$ cat src/rtl/vdp_pkg.sv
// vdp_pkg: shared constants and types for the video display path
package vdp_pkg;
  localparam logic [7:0] SPI_READ = 8'h03;
  localparam int         VADR_W   = 18;
  typedef enum logic [1:0] {IDLE, CMD, DATA, DONE} state_t;
endpackage

$ cat src/rtl/spi_shift16.sv
// spi_shift16: mode-0 clk/2 SPI engine shifting a 32-bit command out and 16-bit words in
module spi_shift16 (
  input  logic        clk,
  input  logic        rst_n,
  input  logic        en,
  input  logic        load,
  input  logic        cmd_phase,
  input  logic [31:0] cmd,
  input  logic        miso,
  output logic        sck,
  output logic        mosi,
  output logic        cmd_last,
  output logic        word_valid,
  output logic [15:0] word
);
  logic        sck_q, sck_d, wv_q, wv_d, fall;
  logic [31:0] tx_q, tx_d;
  logic [15:0] rx_q, rx_d;
  logic [4:0]  cnt_q, cnt_d;
  always_comb begin
    fall     = en && sck_q;
    sck_d    = en && !sck_q;
    tx_d     = load ? cmd : fall ? {tx_q[30:0], 1'b0} : tx_q;
    rx_d     = (fall && !cmd_phase) ? {rx_q[14:0], miso} : rx_q;
    cnt_d    = load ? 5'd0 : fall ? cnt_q + 5'd1 : cnt_q;
    cmd_last = fall && cmd_phase && cnt_q == 5'd31;
    wv_d     = fall && !cmd_phase && cnt_q[3:0] == 4'hF;
  end
  always_ff @(posedge clk or negedge rst_n) begin
    if (!rst_n) begin
      sck_q <= 1'b0;
      wv_q  <= 1'b0;
      tx_q  <= '0;
      rx_q  <= '0;
      cnt_q <= '0;
    end else begin
      sck_q <= sck_d;
      wv_q  <= wv_d;
      tx_q  <= tx_d;
      rx_q  <= rx_d;
      cnt_q <= cnt_d;
    end
  end
  assign sck        = sck_q;
  assign mosi       = tx_q[31];
  assign word_valid = wv_q;
  assign word       = rx_q;
endmodule

$ cat src/rtl/flash_vram_loader.sv
// flash_vram_loader: boot-time copier streaming an SPI NOR image into video SRAM
module flash_vram_loader
  import vdp_pkg::*;
#(
  parameter logic [23:0]       FLASH_ADDR = 24'h100000,
  parameter logic [VADR_W-1:0] VRAM_BASE  = 18'h00000,
  parameter logic [18:0]       WORDS      = 19'd172800
) (
  input  logic              clk,
  input  logic              rst_n,
  input  logic              start,
  output logic              busy,
  output logic              done,
  output logic              flash_sck,
  output logic              flash_ss,
  output logic              flash_mosi,
  input  logic              flash_miso,
  output logic [VADR_W-1:0] v_adr,
  output logic [15:0]       v_dat_o,
  output logic              v_we,
  output logic              v_oe_pin,
  output logic              v_oe_sram
);
  state_t            state_q, state_d;
  logic [1:0]        ws_q, ws_d;
  logic [18:0]       wcnt_q, wcnt_d;
  logic [VADR_W-1:0] adr_q, adr_d;
  logic [15:0]       dat_q, dat_d, word;
  logic              we_q, we_d, oep_q, oep_d, oes_q, oes_d;
  logic              accept, active, cmd_last, word_valid;
  assign active = state_q == CMD || state_q == DATA;
  spi_shift16 u_spi (
    .clk(clk),
    .rst_n(rst_n),
    .en(active),
    .load(accept),
    .cmd_phase(state_q == CMD),
    .cmd({SPI_READ, FLASH_ADDR}),
    .miso(flash_miso),
    .sck(flash_sck),
    .mosi(flash_mosi),
    .cmd_last(cmd_last),
    .word_valid(word_valid),
    .word(word)
  );
  always_comb begin
    accept  = start && state_q == IDLE;
    state_d = accept ? CMD
            : (state_q == CMD && cmd_last) ? DATA
            : (ws_q == 2'd3 && wcnt_q == WORDS) ? DONE
            : (state_q == DONE) ? IDLE : state_q;
    ws_d    = word_valid ? 2'd1 : (ws_q == 2'd0) ? 2'd0 : ws_q + 2'd1;
    wcnt_d  = accept ? 19'd0 : word_valid ? wcnt_q + 19'd1 : wcnt_q;
    adr_d   = word_valid ? VRAM_BASE + wcnt_q[VADR_W-1:0] : adr_q;
    dat_d   = word_valid ? word : dat_q;
    we_d    = ws_q == 2'd1;
    oep_d   = word_valid || (oep_q && ws_q != 2'd3);
    oes_d   = state_d == IDLE;
  end
  always_ff @(posedge clk or negedge rst_n) begin
    if (!rst_n) begin
      state_q <= IDLE;
      ws_q    <= 2'd0;
      wcnt_q  <= '0;
      adr_q   <= VRAM_BASE;
      dat_q   <= '0;
      we_q    <= 1'b0;
      oep_q   <= 1'b0;
      oes_q   <= 1'b1;
    end else begin
      state_q <= state_d;
      ws_q    <= ws_d;
      wcnt_q  <= wcnt_d;
      adr_q   <= adr_d;
      dat_q   <= dat_d;
      we_q    <= we_d;
      oep_q   <= oep_d;
      oes_q   <= oes_d;
    end
  end
  assign busy      = state_q != IDLE;
  assign done      = state_q == DONE;
  assign flash_ss  = !active;
  assign v_adr     = adr_q;
  assign v_dat_o   = dat_q;
  assign v_we      = we_q;
  assign v_oe_pin  = oep_q;
  assign v_oe_sram = oes_q;
endmodule

$ cat config.mk
export PLATFORM = sky130hd
export DESIGN_NAME = flash_vram_loader
export DESIGN_NICKNAME = d
export VERILOG_FILES = /design/src/rtl/vdp_pkg.sv /design/src/rtl/spi_shift16.sv /design/src/rtl/flash_vram_loader.sv
export SDC_FILE = /design/constraint.sdc
export NUM_CORES = 1
export LEC_CHECK = 0
export CAP_MARGIN = 40
export CORE_UTILIZATION = 45
export CTS_CLUSTER_DIAMETER = 200
export DETAILED_ROUTE_END_ITERATION = 8
export PLACE_DENSITY = 0.66
export SYNTH_ARGS = -nofsm -noshare
export SYNTH_HDL_FRONTEND = slang
export SYNTH_SLANG_ARGS = --single-unit
$ cat constraint.sdc
create_clock -name clk -period 3.4 [get_ports clk]
set_clock_uncertainty 0.2 [all_clocks]
set_input_delay 0.68 -clock clk [delete_from_list [all_inputs] [get_ports clk]]
set_output_delay 0.68 -clock clk [all_outputs]
set_load 0.02 [all_outputs]
==> impl_metrics.sql <==
INSERT INTO impl_metrics (metric_group, metric, value, unit) VALUES
('grt', 'groute.usage.overall', '17.1', '%'),
('setup_path', 'critPathArrivalTime', '1860', 'ps'),
('layout', 'antenna_cells_inserted', '0', ''),
('grt', 'grtUsageMet3', '2.69', '%'),
('grt', 'm1_gr_usage', '22.7', '%'),
('detailed_routing', 'viasPerCell', '5.23', ''),
('clock_network', 'ctsResizeCount', '0', ''),
('placed_design', 'buffer_ports.inserted', '45', ''),
('timing', 'minimum_period_implied_by_the_final_worst_setup_slack', '2740', 'ps'),
('placed_design', 'place_inst', '471', ''),
('layout', 'post_route_cells_drive_above_1_share', '20.3', '%'),
('clock_network', 'tritoncts_clock_tree', 'yes', ''),
('grt', 'grt_first_pass_wirelength', '11900', 'um'),
('clock_network', 'clkLatencyLatePin', '360', 'ps'),
('detailed_routing', 'drtAntennaViolNets', '0', ''),
('clock_network', 'numClockSinks', '95', ''),
('die', 'floorplan.initialDensity', '46.1', '%'),
('grt', 'grt_antenna_before_repair', '0', ''),
('outcome', 'outcome', 'complete, no violations', ''),
('power_and_ir_drop', 'clock_power_share', '36.4', '%'),
('setup_path', 'worstSetupStartpointType', 'flop', ''),
('clock_network', 'clkTransAtPathRegs', '100', 'ps'),
('clock_network', 'buffer_levels_on_the_longest_clock_path', '2', ''),
('die', 'ios', '46', ''),
('setup_path', 'slowest_cell_on_crit_path', 'clkdlybuf4s50_1', ''),
('layout', 'flow.area_growth_from_synthesis', '18.9', '%'),
('setup_path', 'timing_worst_setup_path_type', 'reg2out', ''),
('setup_path', 'timing.critical_path.slowest_cell_delay', '600', 'ps'),
('clock_network', 'clockRootBuffer', 'clkbuf_8', ''),
('layout', 'finish.cell_count_without_fillers', '487', ''),
('detailed_routing', 'drc_errors', '0', ''),
('power_and_ir_drop', 'vdd_ir_drop_max', '0.224', 'mV'),
('timing', 'maxSlewViolCount', '0', ''),
('clock_network', 'htreeDepth', '3', ''),
('setup_path', 'critPathRequiredTime', '2520', 'ps'),
('synthesis', 'synth_fp_nets', '343', ''),
('die', 'die_width', '96.3', 'um'),
('synthesis', 'seq_total_area_yosys', '59.5', '%'),
('timing', 'report.final.hold_viol_count', '0', ''),
('clock_network', 'cts-hold-fix-buffers', '0', ''),
('power_and_ir_drop', 'power.sequential.fraction', '59.6', '%'),
('synthesis', 'post_synth_num_cell_types', '35', ''),
('grt', 'gr_layer_usage_met2', '27.3', '%'),
('timing', 'relSlewSlack', '48.1', '%'),
('synthesis', 'ys.flop_type', 'dfrtp_1', ''),
('synthesis', 'synth_instances', '327', ''),
('timing', 'tightestPinTransition', '778', 'ps'),
('synthesis', 'synthArstFlopShare', '100', '%'),
('synthesis', 'synthesis.area', '4000', 'um^2'),
('timing', 'period_share', '80.5', '%'),
('clock_network', 'post-cts-setup-buffers', '0', ''),
('timing', 'report.final.setup_viol', '0', ''),
('synthesis', 'yosysWarnings', '0', ''),
('power_and_ir_drop', 'netSwitchingFraction', '24.8', '%'),
('timing', 'setup_total_negative_slack', '0', 'ps'),
('power_and_ir_drop', 'p_comb_share', '4.0', '%'),
('power_and_ir_drop', 'powerDensity', '409', 'nW/um^2'),
('synthesis', 'syn_area_per_cell', '12.2', 'um^2'),
('detailed_routing', 'overall_routed_net_length', '7030', 'um'),
('timing', 'fmax', '365', 'MHz'),
('detailed_routing', 'num_vias', '2547', ''),
('detailed_routing', 'routedWlPerCell', '14.4', 'um'),
('grt', 'grt.overflow.total', '0', ''),
('setup_path', 'timing.critical_path.to_type', 'output pin', ''),
('power_and_ir_drop', 'p_switching', '482', 'uW'),
('grt', 'first_global_vias', '2444', ''),
('setup_path', 'timing.critical_path.cells', 'inv_1 -> ha_1 -> inv_1 -> clkdlybuf4s50_1', ''),
('power_and_ir_drop', 'power.leakage', '2.00', 'nW'),
('detailed_routing', 'detailed_router_iteration_count_before_antenna_repair', '4', ''),
('placed_design', 'place.gp.congestion', '0.719', ''),
('setup_path', 'critical_path_peak_fanout', '4', '');
## cells in the final DEF, fill, tap and decap left out, types with 2 or more instances in the layout
| cell type | instances |
|---|---|
| dfrtp_1 | 94 |
| mux2_2 | 50 |
| clkdlybuf4s50_1 | 44 |
| nand2_1 | 38 |
| nor2_1 | 19 |
| a21oi_1 | 17 |
| inv_1 | 13 |
| ha_1 | 12 |
| xnor2_1 | 9 |
| clkbuf_8 | 9 |
| buf_4 | 8 |
| nand3_1 | 6 |
| xor2_1 | 6 |
| nand4_1 | 5 |
| nor4_1 | 4 |
| or3_1 | 4 |
| o31ai_1 | 4 |
| or4_1 | 4 |
| and3_1 | 3 |
| nor4b_1 | 3 |
| o21ai_0 | 3 |
| nor3_1 | 3 |
| inv_6 | 3 |
| and2_1 | 2 |
| o31a_1 | 2 |
| clkinvlp_4 | 2 |
## final cells by class
class                      instances  area, um^2
clock buffer                       9         124
sequential                        95        2380
inverter                          13        48.8
timing repair buffer              52         500
multi-input combinational        203        1510
clock inverter                     7        61.3
fill                             762        3930
tap                              108         135
## Yosys cell counts (5+ instances only)
| cell | instances | share of area, % |
|---|---|---|
| xnor2_1 | 9 | 2.0 |
| nand2_1 | 38 | 3.6 |
| xor2_1 | 6 | 1.3 |
| nand4_1 | 5 | 0.78 |
| ha_1 | 12 | 3.8 |
| mux2_2 | 50 | 14 |
| inv_1 | 13 | 1.2 |
| nand3_1 | 6 | 0.75 |
| nor2_1 | 19 | 1.8 |
| a21oi_1 | 17 | 2.1 |
| clkbuf_1 | 11 | 1.0 |
| dfrtp_1 | 94 | 59 |
## flip-flops by register name (all words and copies together), names as in the netlist
signal            count
u_spi.tx_q           12
ws_q                  2
v_dat_o              16
u_spi.word_valid      1
u_spi.cnt_q           5
v_adr                18
wcnt_q               19
v_oe_sram             1
v_oe_pin              1
u_spi.word           16
v_we                  1
state_q               2
u_spi.sck             1
## metal layers
metal | wire length [um] | up-vias
li1 | - | 1211
met1 | 3390 | 1291
met2 | 3340 | 36
met3 | 178 | 9
met4 | 131 | 0
met5 | 0 | -
## per-stage QoR
| step | hold WS (ps) | instance area [um^2] | worst slack [ps] | power (mW) | util, % |
|---|---|---|---|---|---|
| after detailed placement | 264 | 4570 | 1060 | 1.26 | 52.6 |
| final | 85.6 | 4750 | 663 | 1.95 | 54.8 |
| after global routing | 130 | 4750 | 595 | 2.02 | 54.8 |
| after floorplan | 184 | 4000 | 1110 | 1.21 | - |
| after CTS | 101 | 4750 | 653 | 1.97 | 54.8 |
| after global placement | 253 | 4570 | 1090 | 1.26 | 52.6 |
## path summary, 6_finish.rpt
kind / cells after the start / slack (ps) / end / startpoint
min: 1 / 90 / v_adr[16]$_DFFE_PN0P_ / rst_n
max in group asynchronous: 2 / 2150 / v_oe_sram$_DFF_PN1_ / rst_n
max: 4 / 660 / flash_ss / state_q[0]$_DFF_PN0_
max reg2reg: 5 / 1140 / u_spi.word[2]$_DFFE_PN0P_ / state_q[0]$_DFF_PN0_
min in group clk: 1 / 270 / u_spi.sck$_DFF_PN0_ / u_spi.sck$_DFF_PN0_
min reg2reg: 1 / 270 / u_spi.sck$_DFF_PN0_ / u_spi.sck$_DFF_PN0_
## power groups by stage
stage	Clock, mW	Sequential, mW	Combinational [mW]
CTS	0.731	1.16	0.0807
global route	0.765	1.16	0.0872
floorplan	0	1.19	0.0167
finish	0.708	1.16	0.0777
global placement	0	1.18	0.0788
detailed placement	0	1.18	0.0803
## cell families after synthesis
family	count (synthesis)	share of synthesized area (%)
adders and majority gates	12	3.76
AOI/OAI and AO/OA	27	3.88
xor gates and xnor gates	15	3.29
buffers and inverters	29	2.85
and+or+nand+nor	98	12.4
DFF	95	59.5
muxes	51	14.3
## worst max-delay path, delay by kind of cell, from the launching register on
| kind | cells | cell delay [ps] |
|---|---|---|
| adders and majority gates | 1 | 310 |
| buffers and inverters | 3 | 770 |
| DFF | 1 | 410 |
Note: power is estimated with default switching activity, not from simulation.
